**src/rtl/pwm_multi_generator.sv**
```systemverilog
// Multi-channel PWM generator with one shared period counter.
// Period and duty values are double-buffered. Pending copies move into the
// active copies at a period boundary, or every cycle while the generator is
// idle, so a pulse is never cut short mid-period.
module pwm_multi_generator #(
    parameter int CH  = 4,
    parameter int W   = 12,
    localparam int CSW = (CH > 1) ? $clog2(CH) : 1
) (
    input  logic           clk,
    input  logic           rst,
    input  logic           wr_en,
    input  logic [1:0]     reg_sel,
    input  logic [CSW-1:0] ch_sel,
    input  logic [W-1:0]   wdata,
    output logic [CH-1:0]  pwm_out,
    output logic           period_tick,
    output logic           busy
);

    localparam logic [1:0] SEL_PERIOD = 2'd0;
    localparam logic [1:0] SEL_DUTY   = 2'd1;
    localparam logic [1:0] SEL_EN     = 2'd2;
    localparam logic [1:0] SEL_POL    = 2'd3;

    logic [W-1:0]         r_period_pend;
    logic [W-1:0]         r_period_act;
    logic [CH-1:0][W-1:0] r_duty_pend;
    logic [CH-1:0][W-1:0] r_duty_act;
    logic                 r_en;
    logic [CH-1:0]        r_pol;
    logic [W-1:0]         r_cnt;
    logic [CH-1:0]        r_pwm;
    logic                 r_tick;

    logic                 w_run;
    logic [W-1:0]         w_pm1;
    logic                 w_last;
    logic                 w_load;
    logic [4:0]           w_ch_ext;
    logic                 w_ch_ok;
    logic [CH-1:0]        w_hit;

    // Running only with a non-zero period; period-1 is never formed from zero
    assign w_run    = r_en & (r_period_act != '0);
    assign w_pm1    = (r_period_act != '0) ? (r_period_act - 1'b1) : '0;
    assign w_last   = w_run & (r_cnt == w_pm1);
    assign w_load   = w_last | ~w_run;

    // Channel indices that do not map to a real channel drop the write
    assign w_ch_ext = 5'(ch_sel);
    assign w_ch_ok  = (w_ch_ext < 5'(CH));

    // Per-channel active window: true while the count is below the duty
    always_comb begin
        w_hit = '0;
        for (int i = 0; i < CH; i++) begin
            w_hit[i] = (r_cnt < r_duty_act[i]);
        end
    end

    // Shared period counter; held at zero while idle
    always_ff @(posedge clk) begin
        if (rst) begin
            r_cnt <= '0;
        end else if (!w_run || w_last) begin
            r_cnt <= '0;
        end else begin
            r_cnt <= r_cnt + 1'b1;
        end
    end

    // Shadow load of all active values at once, from the pre-edge pending copies
    always_ff @(posedge clk) begin
        if (rst) begin
            r_period_act <= '0;
            r_duty_act   <= '0;
        end else if (w_load) begin
            r_period_act <= r_period_pend;
            r_duty_act   <= r_duty_pend;
        end
    end

    // Register writes: period/duty to pending, enable/polarity take effect directly
    always_ff @(posedge clk) begin
        if (rst) begin
            r_period_pend <= '0;
            r_duty_pend   <= '0;
            r_en          <= 1'b0;
            r_pol         <= '0;
        end else if (wr_en) begin
            case (reg_sel)
                SEL_PERIOD: r_period_pend <= wdata;
                SEL_DUTY:   if (w_ch_ok) r_duty_pend[ch_sel] <= wdata;
                SEL_EN:     r_en <= wdata[0];
                SEL_POL:    if (w_ch_ok) r_pol[ch_sel] <= wdata[0];
                default:    ;
            endcase
        end
    end

    // Registered outputs, one cycle behind the counter
    always_ff @(posedge clk) begin
        if (rst) begin
            r_pwm  <= '0;
            r_tick <= 1'b0;
        end else begin
            r_pwm  <= w_run ? (w_hit ^ r_pol) : r_pol;
            r_tick <= w_run & (r_cnt == '0);
        end
    end

    assign pwm_out     = r_pwm;
    assign period_tick = r_tick;
    assign busy        = (r_period_pend != r_period_act) | (r_duty_pend != r_duty_act);

endmodule

```
**config.mk**
```make
export PLATFORM = sky130hd
export DESIGN_NAME = pwm_multi_generator
export DESIGN_NICKNAME = d
export VERILOG_FILES = /design/src/rtl/pwm_multi_generator.sv
export SDC_FILE = /design/constraint.sdc
export NUM_CORES = 1
export LEC_CHECK = 0
export ABC_AREA = 1
export CAP_MARGIN = 15
export CORE_UTILIZATION = 45
export CTS_CLUSTER_SIZE = 40
export DETAILED_ROUTE_END_ITERATION = 12
export PLACE_DENSITY = 0.64
export SYNTH_ARGS = -nofsm -noshare
export SYNTH_HDL_FRONTEND = slang
export SYNTH_SLANG_ARGS = --single-unit
```
**constraint.sdc**
```tcl
create_clock -name clk -period 5.8 [get_ports clk]
set_input_delay 1.74 -clock clk [delete_from_list [all_inputs] [get_ports clk]]
set_output_delay 1.74 -clock clk [all_outputs]
set_load 0.005 [all_outputs]
```
==> results_dict.tcl, run 1 <==
set metrics [dict create \
    status "finished, final reports clean" \
    synthToLayoutAreaGrowth_pct 12.4 \
    multi_input_area_sq_um 4280 \
    ir_worst_vdd_mv 0.204 \
    synth_commonest_cells "nor2_1 (218), nand2_1 (148), dfxtp_1 (142)" \
    syn_inst 1098 \
    cts_max_level 4 \
    fin_skew_ps 15.7 \
    ff2ff_setup_slack_ps 2470 \
    path_max_fanout 3 \
    fin_crit_ps 4190 \
    first_pass_iters 5 \
    holdPathStages 2 \
    pre_cts_ws_ps 1620 \
    ys_seq_area_share_pct 36.8 \
    netlist-cell-type-count 28 \
    syn-num-nets 1164 \
    design_power_total_mw 2.61 \
    r2r_start "r_period_act[0]$_SDFFE_PP0P_" \
    viasPerCell 5.28 \
    power_frac_comb_pct 15.2 \
    drive_gt1_share_pct 4.25 \
    finalHoldViolCount 0 \
    crit_required_ps 4060 \
    core_sq_um 16600 \
    synth_ff_type "dfxtp_1" \
    boundaryPins 25 \
    synth_area_leaders "dfxtp_1 (37%), nor2_1 (11%), ha_1 (7.6%), nand2_1 (7.2%), a21oi_1 (6.0%)" \
    p_int_mw 1.89 \
    layout.cells.non_filler 1325 \
    cts_tree "yes" \
    synth_seq_cells 142 \
    gp_congestion 0.865 \
    syn_avg_cell_area_sq_um 7.03 \
    nFillCells 1658 \
    power_frac_clock_pct 45.0 \
    final_nets 1158 \
    r2r_end "r_duty_act[37]$_SDFFE_PP0P_" \
    max_freq_mhz 239 \
    antenna_found_initial 0 \
    startpoint_type "flip-flop" \
    place_inst 1293 \
    tns_ps 0 \
    cap_viol_max_count 0 \
    initial_core_util_pct 46.4 \
    power_frac_seq_pct 39.8 \
    grt-ovfl-total 0 \
    critPathCaptureType "primary output" \
    synth_most_common_cell "nor2_1" \
    clockBufferDepth 2 \
    wl_um 21200 \
    first_iter_violations 575 \
    clk-insertion-delay-late_ps 430 \
    min_to "r_en$_SDFFE_PP0P_" \
    min_from "r_en$_SDFFE_PP0P_" \
    synthArstFlopShare_pct 0 \
    dieArea_sq_um 17700 \
    die_height_um 133 \
    fp-row-count 47 \
    wl_per_cell_um 16.0 \
    grt_pass1_wl_um 33500 \
    drv_slew 0 \
    cts.sink_count 142 \
    cts_hold_buf 0 \
    postCtsSetupRepairBufs 0 \
    synth_edf_count 0 \
    antenna_cells 0 \
    grt_use_total_pct 24.9 \
    period_share_pct 72.2 \
    grt_max_degree 112 \
    yosysWarningCount 0 \
    remaining_drc_errors 0 \
    finalSetupViolCount 0 \
    synthesis.area_sq_um 7720 \
    critPathKind "reg -> out" \
    leakagePower_nw 3.53 \
    worstRegToRegCells 16 \
    rsz0062_at_grt "no" \
    synth_area_leader_cell "dfxtp_1" \
    dp_hpwl_um 14000 \
    grt_pass1_vias 6286 \
    die_w_um 133 \
    port-buffer-count 24 \
    holdCritPathClass "reg -> reg" \
    cts-resized-gates 0 \
    p_per_area_nw_per_um2 301 \
    tightest_slew_ps 1020 \
    clkTransAtPathRegs_ps 60 \
    fin_ws_ps 1610 \
    ant_nets 0 \
    critPathArrivalTime_ps 2450 \
    ctsRootBufferMaster "clkbuf_16" \
    regArea_sq_um 2840 \
    dr_total_vias 6999 \
    synth_top_area_share_pct 36.8 \
    p_sw_uw 719 \
    sw_frac_of_total_pct 27.5 \
    max_slew_margin_pct 31.3 \
    cts_buffers 17 \
]
sequential cells by signal (all words and copies together), names as in the netlist:
register,flops
r_pol,4
period_tick,1
pwm_out,4
r_duty_pend,48
r_cnt,12
r_duty_act,48
r_period_pend,12
r_period_act,12
r_en,1
layout by cell type, fill, tap and decap left out, types with 2 or more instances in the layout:
| cell | netlist | routed |
|---|---|---|
| a21oi_1 | 92 | 92 |
| xor2_1 | 28 | 28 |
| buf_4 | 2 | 4 |
| clkinv_2 | 0 | 5 |
| inv_1 | 95 | 93 |
| nand3b_1 | 2 | 2 |
| a21boi_0 | 4 | 4 |
| nor4_1 | 7 | 7 |
| clkbuf_16 | 0 | 17 |
| nand3_1 | 92 | 92 |
| ha_1 | 47 | 47 |
| nand2_2 | 2 | 2 |
| or2_2 | 3 | 3 |
| o21ai_0 | 77 | 77 |
| nand2_1 | 148 | 147 |
| clkinv_4 | 0 | 2 |
| a211oi_1 | 3 | 3 |
| bufinv_16 | 0 | 4 |
| nor2_2 | 2 | 2 |
| nor2_1 | 218 | 218 |
| clkinvlp_4 | 0 | 4 |
| xnor2_1 | 39 | 39 |
| nor3_1 | 13 | 13 |
| dfxtp_1 | 142 | 142 |
| clkdlybuf4s50_1 | 0 | 24 |
| nand4_1 | 23 | 23 |
| o211ai_1 | 4 | 4 |
layer usage:
metal	track usage, %	vias to the layer above	part of all wire [%]	wire, um
met3	3.98	41	5.7	1210
met4	10.6	0	3.0	636
met5	0	-	0	0
met2	38.6	160	44	9370
li1	-	3574	-	-
met1	34.2	3224	47	9970
kinds of logic after synthesis:
kind of cell | synth area share [%]
buffers and inverters | 7.86
flip-flops | 36.8
adder cells (fa/ha/maj) | 7.62
AND/OR/NAND/NOR | 28.0
XOR/XNOR | 7.60
AO/OA/AOI/OAI | 12.1
critical path: stages (launching register included):
cell and delay [ps]:
dfxtp_1 390, xnor2_1 130, nand3_1 120, nor3_1 180, nand2_1 120, nor4_1 400
nand4_1 200, clkdlybuf4s50_1 490
stage by stage:
step           hold WS [ps]  cell area (sq um)  utilization, %
6_report                472               8670            52.1
3_5_place_dp            466               8040            48.3
2_1_floorplan           424               7720               -
5_1_grt                 488               8670            52.1
4_1_cts                 475               8670            52.1
3_3_place_gp            458               8040            48.3
how the worst max path moves through the flow:
stage,startpoint,end,slack (ps),depth (start not counted)
2_1_floorplan,reg_sel[0],r_duty_pend[12]$_SDFFE_PP0P_,3020,7
3_3_place_gp,reg_sel[0],r_duty_pend[13]$_SDFFE_PP0P_,1630,7
3_5_place_dp,reg_sel[0],r_duty_pend[15]$_SDFFE_PP0P_,1620,7
4_1_cts,r_duty_pend[23]$_SDFFE_PP0P_,busy,1500,7
5_1_grt,r_duty_pend[23]$_SDFFE_PP0P_,busy,1450,7
6_report,r_duty_pend[23]$_SDFFE_PP0P_,busy,1610,7
cell type report:
| type | instances | area share (%) |
|---|---|---|
| Clock inverter | 14 | 2.21 |
| Sequential cell | 142 | 32.8 |
| Multi-Input combinational cell | 807 | 49.3 |
| Clock buffer | 18 | 5.06 |
| Timing Repair Buffer | 29 | 3.35 |
| Inverter | 95 | 4.14 |
| Tap cell | 220 | 3.17 |
power by group through the flow:
stage	combinational (mW)	clock, mW	sequential, mW
final	0.398	1.17	1.04
after global routing	0.454	1.23	1.04
after CTS	0.398	1.19	1.04
after detailed placement	0.395	0	1.06
after global placement	0.391	0	1.06
after floorplan	0.301	0	1.05
Power figures use the tool's default switching activity.
==> run 2: changes to the inputs <==
--- a/config.mk
+++ b/config.mk
@@ -10,7 +10,7 @@
 export CORE_UTILIZATION = 45
 export CTS_CLUSTER_SIZE = 40
 export DETAILED_ROUTE_END_ITERATION = 12
-export PLACE_DENSITY = 0.64
+export PLACE_DENSITY = 0.66
 export SYNTH_ARGS = -nofsm -noshare
 export SYNTH_HDL_FRONTEND = slang
 export SYNTH_SLANG_ARGS = --single-unit
==> constraint.sdc (replaced) <==
create_clock -name clk -period 3.8 [get_ports clk]
set_input_delay 1.14 -clock clk [delete_from_list [all_inputs] [get_ports clk]]
set_output_delay 1.14 -clock clk [all_outputs]
set_load 0.005 [all_outputs]
==> results_dict.tcl, run 2 (same netlist as run 1, synthesis figures left out) <==
set metrics [dict create \
    status "finished, final reports clean" \
    critPathKind "reg -> out" \
    cts.sink_count 142 \
    slowest_delay_ps 530 \
    boundaryPins 25 \
    remaining_drc_errors 0 \
    tns_ps 0 \
    max_slew_margin_pct 53.3 \
    finalHoldViolCount 0 \
    cts-resized-gates 0 \
    final_nets 1171 \
    core_sq_um 16600 \
    leakagePower_nw 3.58 \
    finalSetupViolCount 0 \
    viasPerCell 5.30 \
    wl_per_cell_um 16.1 \
    fin_skew_ps 10.3 \
    synthToLayoutAreaGrowth_pct 13.2 \
    die_height_um 133 \
    ant_nets 0 \
    dieArea_sq_um 17700 \
    grt_max_degree 65 \
    drv_slew 0 \
    cts_tree "yes" \
    antenna_cells 0 \
    critPathSlowestCell "nor4_1" \
    max_freq_mhz 270 \
    postCtsSetupRepairBufs 0 \
    grt-ovfl-total 0 \
    port-buffer-count 24 \
    dp_hpwl_um 14400 \
    final_util_pct 52.5 \
    ir_worst_vdd_mv 0.357 \
    critPathArrivalTime_ps 2560 \
    ctsRootBufferMaster "clkbuf_16" \
    cts_buffers 17 \
    cts_max_level 4 \
    fp-row-count 47 \
    critPathCaptureType "primary output" \
    dr_total_vias 7089 \
    worstPathCellList "xnor2_1, nand4_1, nor4_1, nand4_1, clkdlybuf4s50_1" \
    cap_viol_max_count 0 \
    p_per_area_nw_per_um2 449 \
    fin_crit_ps 3700 \
    wl_um 21500 \
    initial_core_util_pct 46.4 \
    crit_required_ps 2660 \
    fin_ws_ps 96.7 \
    tightest_slew_ps 698 \
    grt_use_total_pct 25.3 \
    die_w_um 133 \
    rsz0062_at_grt "no" \
    clkTransAtPathRegs_ps 60 \
    final_common_cell "nor2_1" \
    crit_top_cell "nand4_1" \
    nFillCells 1678 \
    layout.cells.non_filler 1338 \
    pre_cts_ws_ps 581 \
    startpoint_type "flip-flop" \
    antenna_found_initial 0 \
    place_inst 1306 \
    grt_pass1_vias 6272 \
    holdCritPathClass "reg -> reg" \
    layout_common_cells "nor2_1 (218), nand2_1 (147), dfxtp_1 (142)" \
    clk-insertion-delay-late_ps 430 \
    cp.buffers_inverters 1 \
    clockBufferDepth 2 \
    path_max_fanout 5 \
    first_pass_iters 5 \
    largestRegisters "r_duty_act x48, r_duty_pend x48" \
    gp_congestion 0.903 \
    grt_pass1_wl_um 33800 \
    cpLargestDelayFamily "simple AND/OR/NAND/NOR gates" \
    cts_hold_buf 0 \
    design_power_total_mw 3.92 \
    first_iter_violations 595 \
    drive_gt1_share_pct 5.37 \
    period_share_pct 97.5 \
]
run 2: cell types whose count changed in the layout (fill, tap and decap cells not counted), sizes merged:
cell	previous run	this run
buf	5	18
clkinv	7	9
bufinv	4	3
clkinvlp	4	3
run 2: metrics by stage:
step | hold slack [ps] | area (sq um)
floorplan | 424 | 7720
global placement | 454 | 8130
detailed placement | 466 | 8130
CTS | 477 | 8740
global route | 491 | 8740
finish | 470 | 8740
run 2: area by class of cell:
cell class              instances  area, sq um  area share, %
clock buffers                  18          439           5.03
clock inverters                14          168           1.92
inverters                      95          359           4.11
multi-input cells             807         4280           49.0
flip-flops and latches        142         2840           32.5
well taps                     220          275           3.15
repair buffers                 42          375           4.30
run 2: final timing paths:
path / start / endpoint / slack [ps] / depth (start not counted)
max: r_period_act[2]$_SDFFE_PP0P_ / busy / 100 / 5
min: r_cnt[0]$_SDFF_PP0_ / r_cnt[0]$_SDFF_PP0_ / 470 / 1
max reg2reg: r_period_act[0]$_SDFFE_PP0P_ / r_duty_act[14]$_SDFFE_PP0P_ / 820 / 16
min reg2reg: r_cnt[0]$_SDFF_PP0_ / r_cnt[0]$_SDFF_PP0_ / 470 / 1
run 2: power by group:
| group | switching, mW | internal [mW] | leakage, nW |
|---|---|---|---|
| logic | 0.377 | 0.236 | 2.14 |
| clock network | 0.670 | 1.05 | 0.292 |
| registers | 0.0449 | 1.54 | 1.15 |
run 2: per-layer routing:
layer  track usage [%]  part of all wire [%]  vias to the layer above
met5                 0                     0                        -
met4              8.43                   2.2                        0
met3              5.56                   6.2                       39
met2              39.1                    44                      195
met1              34.7                    47                     3254
li1                  -                     -                     3601
